## src/rtl/seq_chunk_adder_pkg.sv

```systemverilog
// seq_chunk_adder_pkg: shared FSM state type and counter sizing helper.
package seq_chunk_adder_pkg;
   typedef enum logic [1:0] {IDLE, RUN, DONE} state_t;
   function automatic int cnt_width(input int n);
      return (n <= 1) ? 1 : $clog2(n);
   endfunction
endpackage

```

## src/rtl/chunk_adder.sv

```systemverilog
// chunk_adder: CHUNK-bit ripple adder; also exposes the carry into its MSB for overflow.
module chunk_adder #(
   parameter int CHUNK = 4
) (
   input  logic [CHUNK-1:0] a_i,
   input  logic [CHUNK-1:0] b_i,
   input  logic             c_i,
   output logic [CHUNK-1:0] s_o,
   output logic             c_o,
   output logic             cm_o
);
   logic [CHUNK:0] c;
   assign c[0] = c_i;
   for (genvar i = 0; i < CHUNK; i++) begin : g_fa
      full_adder u_fa (.a_i(a_i[i]), .b_i(b_i[i]), .c_i(c[i]), .s_o(s_o[i]), .c_o(c[i+1]));
   end
   assign c_o  = c[CHUNK];
   assign cm_o = c[CHUNK-1];
endmodule

```

## src/rtl/full_adder.sv

```systemverilog
// full_adder: one-bit full adder cell.
module full_adder (
   input  logic a_i,
   input  logic b_i,
   input  logic c_i,
   output logic s_o,
   output logic c_o
);
   assign s_o = a_i ^ b_i ^ c_i;
   assign c_o = (a_i & b_i) | (c_i & (a_i ^ b_i));
endmodule

```

## src/rtl/seq_chunk_adder.sv

```systemverilog
// seq_chunk_adder: multi-cycle adder/subtractor, one CHUNK-bit slice per cycle, LSB first.
module seq_chunk_adder
   import seq_chunk_adder_pkg::*;
#(
   parameter int WIDTH = 16,
   parameter int CHUNK = 4
) (
   input  logic             clk,
   input  logic             rst_n,
   input  logic             start,
   input  logic [WIDTH-1:0] a,
   input  logic [WIDTH-1:0] b,
   input  logic             cin,
   input  logic             sub,
   output logic             busy,
   output logic             done,
   output logic [WIDTH-1:0] s,
   output logic             cout,
   output logic             ovf
);
   localparam int NCHUNK = WIDTH / CHUNK;
   localparam int CW = cnt_width(NCHUNK);
   if (CHUNK < 1 || WIDTH % CHUNK != 0) begin : g_bad_chunk
      $error("seq_chunk_adder: WIDTH must be a positive multiple of CHUNK");
   end
   state_t           state_q;
   logic [CW-1:0]    cnt_q;
   logic [WIDTH-1:0] a_q, b_q, acc_q, acc_d, s_q;
   logic             c_q, cout_q, ovf_q;
   logic [CHUNK-1:0] a_sl, b_sl, sum_sl;
   logic             co_sl, cm_sl, last;
   always_comb begin
      a_sl = a_q[int'(cnt_q)*CHUNK +: CHUNK];
      b_sl = b_q[int'(cnt_q)*CHUNK +: CHUNK];
      acc_d = acc_q;
      acc_d[int'(cnt_q)*CHUNK +: CHUNK] = sum_sl;
   end
   assign last = cnt_q == CW'(NCHUNK - 1);
   chunk_adder #(.CHUNK(CHUNK)) u_add (
      .a_i(a_sl), .b_i(b_sl), .c_i(c_q), .s_o(sum_sl), .c_o(co_sl), .cm_o(cm_sl)
   );
   always_ff @(posedge clk) begin
      if (!rst_n) begin
         state_q <= IDLE;
         cnt_q   <= '0;
         a_q     <= '0;
         b_q     <= '0;
         acc_q   <= '0;
         c_q     <= 1'b0;
         s_q     <= '0;
         cout_q  <= 1'b0;
         ovf_q   <= 1'b0;
      end else begin
         case (state_q)
            RUN: begin
               acc_q <= acc_d;
               c_q   <= co_sl;
               if (last) begin
                  s_q     <= acc_d;
                  cout_q  <= co_sl;
                  ovf_q   <= co_sl ^ cm_sl;
                  state_q <= DONE;
               end else
                  cnt_q <= cnt_q + 1'b1;
            end
            IDLE, DONE: begin
               if (start) begin
                  // b is stored inverted for subtract so RUN only ever adds
                  a_q     <= a;
                  b_q     <= sub ? ~b : b;
                  c_q     <= sub | cin;
                  cnt_q   <= '0;
                  acc_q   <= '0;
                  state_q <= RUN;
               end else
                  state_q <= IDLE;
            end
            default: state_q <= IDLE;
         endcase
      end
   end
   assign busy = state_q == RUN;
   assign done = state_q == DONE;
   assign s    = s_q;
   assign cout = cout_q;
   assign ovf  = ovf_q;
endmodule

```

## config.mk

```make
export PLATFORM = sky130hd
export DESIGN_NAME = seq_chunk_adder
export DESIGN_NICKNAME = d
export VERILOG_FILES = /design/src/rtl/seq_chunk_adder_pkg.sv /design/src/rtl/chunk_adder.sv /design/src/rtl/full_adder.sv /design/src/rtl/seq_chunk_adder.sv
export SDC_FILE = /design/constraint.sdc
export NUM_CORES = 1
export LEC_CHECK = 0
export ABC_AREA = 0
export BUFFER_PORTS_ARGS = -buffer_cell sky130_fd_sc_hd__buf_2
export CAP_MARGIN = 20
export CORE_ASPECT_RATIO = 1.75
export CORE_MARGIN = 4
export CORE_UTILIZATION = 40
export CTS_CLUSTER_DIAMETER = 100
export DETAILED_ROUTE_END_ITERATION = 8
export SYNTH_ARGS = -nofsm -noshare
export SYNTH_HDL_FRONTEND = slang
export SYNTH_SLANG_ARGS = --single-unit
export TNS_END_PERCENT = 20
```

## constraint.sdc

```tcl
create_clock -name clk -period 2.83 [get_ports clk]
set_input_delay 0.566 -clock clk [delete_from_list [all_inputs] [get_ports clk]]
set_output_delay 0.566 -clock clk [all_outputs]
set_load 0.005 [all_outputs]
```

### Word level (Yosys, flattened, before mapping)

Cells that the tools add are included.

| word-level totals | value |
|---|---|
| register bits | 71 |
| input port bits | 37 |
| output and inout port bits | 20 |
| word-level logic and storage cells | 63 |

| operators by class | value |
|---|---|
| $add $sub $neg | 2 |
| equality and inequality tests | 6 |
| shifts and indexed selects | 4 |
| mux-type cells | 12 |
| bitwise logic cells | 23 |
| reductions and logical operators | 7 |

Operators with widths:

| operator | count |
|---|---|
| $neg 4->33 | 1 |
| $shift 4x33->16 const A | 1 |
| $shiftx 4x33->16 | 1 |
| $mux 16 | 2 |
| $pmux 16 s2 | 1 |
| $shiftx 16x5->4 | 2 |
| $bwmux 16 | 1 |
| $not 16->16 | 1 |
| $xor 1x1->1 | 9 |
| $and 1x1->1 | 8 |
| $pmux 2 s2 | 2 |
| $mux 2 | 3 |
| $reduce_and 2->1 | 3 |
| $or 1x1->1 | 5 |
| $eq 2x2->1 const B | 2 |
| $ne 2x2->1 const B | 2 |
| $reduce_and 3->1 | 1 |
| $add 2x1->2 const B | 1 |
| $eq 2x1->1 const B | 1 |
| $logic_not 2->1 | 1 |
| $mux 1 | 2 |
| $ne 2x1->1 const B | 1 |
| $pmux 1 s2 | 1 |
| $reduce_bool 2->1 | 1 |
| $reduce_or 2->1 | 1 |

### Depth between registers and ports, before layout

| logic depth | value |
|---|---|
| depth in word-level cells | 12 |
| depth in mapped cells | 14 |
| mapped depth without buffers | 12 |

### By module

A second synthesis with hierarchy kept.

| unflattened totals | value |
|---|---|
| cells, all modules | 322 |
| area total of the unflattened synthesis | 3216.8 um^2 |

Modules (own cells, without submodules):

| module | instances | cells an instance | area an instance (um^2) | sequential area each (um^2) |
|---|---|---|---|---|
| seq_chunk_adder | 1 | 318 | 3136.8 | 1341.3 |
| full_adder | 4 | 1 | 20.0 | 0.0 |

### Worst setup path before layout

OpenSTA, ideal clock, no wires.

| timing path | value |
|---|---|
| path kind | register -> register |
| start | register cnt_q[0] |
| end | register s_q[11] (netlist: s[11]) |
| library setup time | 0.123 ns |
| arrival time | 2.979 ns |
| data required time | 2.707 ns |
| slack | -0.272 ns |
| stages on the path, launching flop included | 15 |
| buffers on the path | 3 |
| clock period less this slack | 3.102 ns |
| path through | dfxtp_1 -> buf_6 -> buf_6 -> mux4_2 -> inv_1 -> fa_1 -> inv_1 -> fa_1 -> inv_1 -> fa_1 -> inv_1 -> fa_1 -> clkbuf_1 -> a221oi_1 -> nor2_1 |

| on the way | value |
|---|---|
| word-level cells in the longest chain between the ends | 11 |
| elaborated cells on any way between the ends | 25 |
| classes of those cells | add/sub: 1; eq/ne: 1; shift: 4; mux: 1; bitwise: 17; reduce/logical: 1 |

Ends and longest elaborated chain:

| element | line | RTL |
|---|---|---|
| from (decl) | seq_chunk_adder.sv:27 | `logic [CW-1:0] cnt_q;` |
| from (signal assigned) | seq_chunk_adder.sv:64 | `cnt_q <= cnt_q + 1'b1;` |
| $shiftx 16x5->4, on equally long branches | seq_chunk_adder.sv:33, seq_chunk_adder.sv:34 |  |
| $xor 1x1->1 | full_adder.sv:9, full_adder.sv:10 |  |
| $and 1x1->1 | full_adder.sv:10 | `assign c_o = (a_i & b_i) \| (c_i & (a_i ^ b_i));` |
| $or 1x1->1 | full_adder.sv:10 |  |
| $and 1x1->1 | full_adder.sv:10 |  |
| $or 1x1->1 | full_adder.sv:10 |  |
| $and 1x1->1 | full_adder.sv:10 |  |
| $or 1x1->1 | full_adder.sv:10 |  |
| $xor 1x1->1 | full_adder.sv:9 | `assign s_o = a_i ^ b_i ^ c_i;` |
| $shiftx 4x33->16 | seq_chunk_adder.sv:36 | `acc_d[int'(cnt_q)*CHUNK +: CHUNK] = sum_sl;` |
| $bwmux 16 | seq_chunk_adder.sv:36 |  |
| to (signal assigned) | seq_chunk_adder.sv:50 | `s_q <= '0;` |
| to (signal assigned) | seq_chunk_adder.sv:59 | `s_q <= acc_d;` |
| to (decl) | seq_chunk_adder.sv:28 | `logic [WIDTH-1:0] a_q, b_q, acc_q, acc_d, s_q;` |

Several ways; a longest one is shown, not always the timed one.
A chain may end at the register's enable or synchronous reset.

### Worst setup path in the final report

| timing path | value |
|---|---|
| start | register cnt_q[0] |
| end | register s_q[7] (netlist: s[7]) |

The elaborated chain is that of the path after synthesis.

==> impl_results.md <==
* Outcome: complete, no violations
* Synth Register Bits at 71
* Combinational Power Share at 12.9%
* Largest net degree at the start of global routing at 49
* Hold Slack at 0.4527 ns
* Overflow after GRT at 0
* Crit path buf inv count at 4
* Worst r2r path cells at 11
* RSZ-0062 raised after global routing: yes
* Nets@finish at 443
* Max Cap Viol at 0
* Top_reg_cell synth: dfxtp_1
* CP required at 3.05 ns
* Half-perimeter wire length after placement at 5.960 mm
* Synthesis warning total at 0
* Clock network power share at 47.6%
* Port Buffers at 56
* TritonCTS buffer count at 9
* Netlist Area Pre-Place at 0.003299 mm^2
* Routed WL per cell at 16.03 um
* Crit-path cells: mux4_2 -> inv_2 -> fa_2 -> inv_2 -> fa_2 -> inv_2 -> fa_2 -> inv_2 -> fa_2 -> a221oi_2 -> nor2_1
* H-tree levels at 3
* First-pass GRT wire length at 13.12 mm
* Sink Count at 71
* Switch Pwr at 0.6380 mW
* Num rows at 43
* Core footprint at 0.007963 mm^2
* Max incr delay on CP at 0.53 ns
* PD cells at 677.0 mW/mm^2
* Reg2Reg Setup Slack at 0.03 ns
* Seq pwr share at 39.5%
* Drt drc at 0
* Total Neg Setup Slack at 0 ns
* Critical Path Slowest Stage Cell: fa_2
* Ant. Diodes at 0
* WP data arrival at 3.02 ns
* Share of layout cells above drive strength 1 at 28.68%
* Final instance area at 0.004005 mm^2
* Max VDD drop at 0.0003865 V
* Initial core utilization at 41.44%
* Synth-to-layout area growth at 21.39%
* Antenna-violating nets left at 0
* Crit. Startpoint: cnt_q[0]
* Final Setup Violations at 0
* R2r endpoint: s[7]
* CTS clk-pin slew, worst paths at 0.06 ns
* Number of antenna violations at the first check in global routing at 0
* Cell taking the most area after synthesis: dfxtp_1
* EDFF count, synth at 0
* Clock Skew at 0.003514 ns
* Worst Setup Path Type: register to register
* Switching part of the total power at 23.53%
* Final Hold Viols at 0
* CTS tree: done
* Die Ht at 128.1 um
* Hold-fix buffers, CTS at 0
* Critical path destination: s[7]
* Placed Cells at 475
* Via/cell ratio at 5.436
* Cells after Synth at 348
* Mapped Nets at 395
* WP depth at 11
* Die area at 0.009823 mm^2
* Vias in the first global route at 2750
* Clock buffer depth at 2
* Hold WC Path Type: register to register
* Int Pwr at 2.073 mW
* Post-DP Area at 0.003654 mm^2
* Worst slew pin tran at 0.7274 ns
* Critical path endpoint category: register
* Initial DRC count at 89
* Worst-path fanout max at 8
* Top cells by area, synth: dfxtp_1 43%, mux4_2 5.5%, xnor2_1 4.5%, nand2_1 4.4%, a211oi_1 3.6%
* Final Wtd Congestion at 0.8763
* Ports at 57
* Clk Tree Root Cell: clkbuf_16
* Final Non-Filler Cells at 491
* Routed wire length at 7.869 mm
* Yosys top cell area share at 43.08%
* Crit start category: register
* Sequential share of the synthesized area at 43.08%
* Top-count cell post-synth: dfxtp_1
* Post-synth ARST share at 0%
* CP top delay family: adder cells
* Synth cell count leaders: 71 x dfxtp_1, 39 x nand2_1, 32 x nor2_1
* F_max at 357.0 MHz
* GRT Overall Usage at 17.23%
* Latest clock arrival within the worst-skew pair at 0.33 ns
* DR vias at 2669
* Leakage at 1.647 nW
* Tmin final at 2.801 ns
* Post-synth cell types at 42
* Syn avg cell area at 9.481 um^2
* RR Startpoint: cnt_q[0]
* Pre-Repair DR Iteration Count at 4
* Chip Width at 76.66 um
* Slew HR at 51.36%
* Post-route clock period utilization at 98.99%
* Max-slew violation count at 0
* Fillers at 788
==> worst register-to-register path, cell delays in order (launching register included) <==
cell      delay (ns)
dfxtp_4         0.37
mux4_2          0.50
inv_2           0.08
fa_2            0.19
inv_2           0.04
fa_2            0.33
inv_2           0.07
fa_2            0.21
inv_2           0.04
fa_2            0.53
a221oi_2        0.28
nor2_1          0.06
==> final cells by class <==
type                    count  area [um^2]  share of cell area, %
flip-flops and latches     71         1425                  35.58
well taps                  90        112.6                  2.812
inverters                  18        70.07                  1.749
multi-input cells         227         1673                  41.77
clock buffers              10        239.0                  5.967
clock inverters             6        107.6                  2.687
repair buffers             69        377.9                  9.435
==> how the worst min path moves through the flow <==
stage,end,cells past startpoint,from,slack (ns)
final,a_q[10],2,a_q[10],0.45
after floorplan,acc_q[5],2,acc_q[5],0.43
after global routing,a_q[10],3,a[10],0.47
after global placement,a_q[10],2,a_q[10],0.44
after detailed placement,a_q[0],2,a_q[0],0.45
after CTS,a_q[10],2,a_q[10],0.46
==> layer usage <==
metal	up-vias	share of wire (%)	GRT usage [%]
li1	1328	-	-
met1	1248	38	17.24
met2	70	54	31.99
met3	23	4.0	4.008
met4	0	4.3	10.35
met5	-	0	0
==> kinds of logic (layout without fill, tap and decap cells) <==
| group | count (synthesis) | in the layout | share of synthesized area [%] |
|---|---|---|---|
| XOR/XNOR | 17 | 17 | 4.513 |
| AO/OA/AOI/OAI | 88 | 88 | 19.11 |
| AND/OR/NAND/NOR | 104 | 104 | 15.62 |
| buffers and inverters | 50 | 103 | 7.508 |
| multiplexers | 8 | 8 | 5.461 |
| adder cells (fa/ha/maj) | 10 | 10 | 4.702 |
| flip-flops | 71 | 71 | 43.08 |
==> stage by stage <==
| step | worst slack [ns] | power, mW | utilization (%) |
|---|---|---|---|
| global placement | -0.04521 | 1.440 | 45.88 |
| CTS | 0.007246 | 2.740 | 50.27 |
| finish | 0.02871 | 2.711 | 50.30 |
| floorplan | -0.1579 | 1.350 | - |
| global route | -0.09724 | 2.820 | 50.30 |
| detailed placement | -0.1066 | 1.444 | 45.88 |
==> sequential cells by signal, indices dropped and copies added, names as in the netlist <==
signal	flops
s	16
c_q	1
cout	1
a_q	16
ovf	1
b_q	16
acc_q	16
state_q	2
cnt_q	2
==> power groups by stage <==
stage | Sequential, mW | Combinational (mW) | Clock [mW]
CTS | 1.07 | 0.352 | 1.31
global route | 1.08 | 0.387 | 1.35
global placement | 1.09 | 0.346 | 0
detailed placement | 1.10 | 0.349 | 0
finish | 1.07 | 0.349 | 1.29
floorplan | 1.08 | 0.269 | 0
==> cells in the final DEF, fill, tap and decap left out, drive strengths merged, types with 6 or more instances in the layout <==
master,count
a211oi,18
a21oi,23
a221oi,11
a32o,8
buf,69
clkbuf,10
dfxtp,71
ha,6
inv,18
mux4,8
nand2,39
nand2b,7
nand3,6
nor2,32
o21ai,15
xnor2,17
==> what timing repair did <==
item / CTS / global route
pin swaps: 1 / 0
gates resized for setup: 1 / 2
cloned: 0 / 0
setup buffers: 0 / 0
hold endpoints to repair: 0 / 0
setup endpoints to repair: 8 / 7
Note: power is estimated with default switching activity, not from simulation.
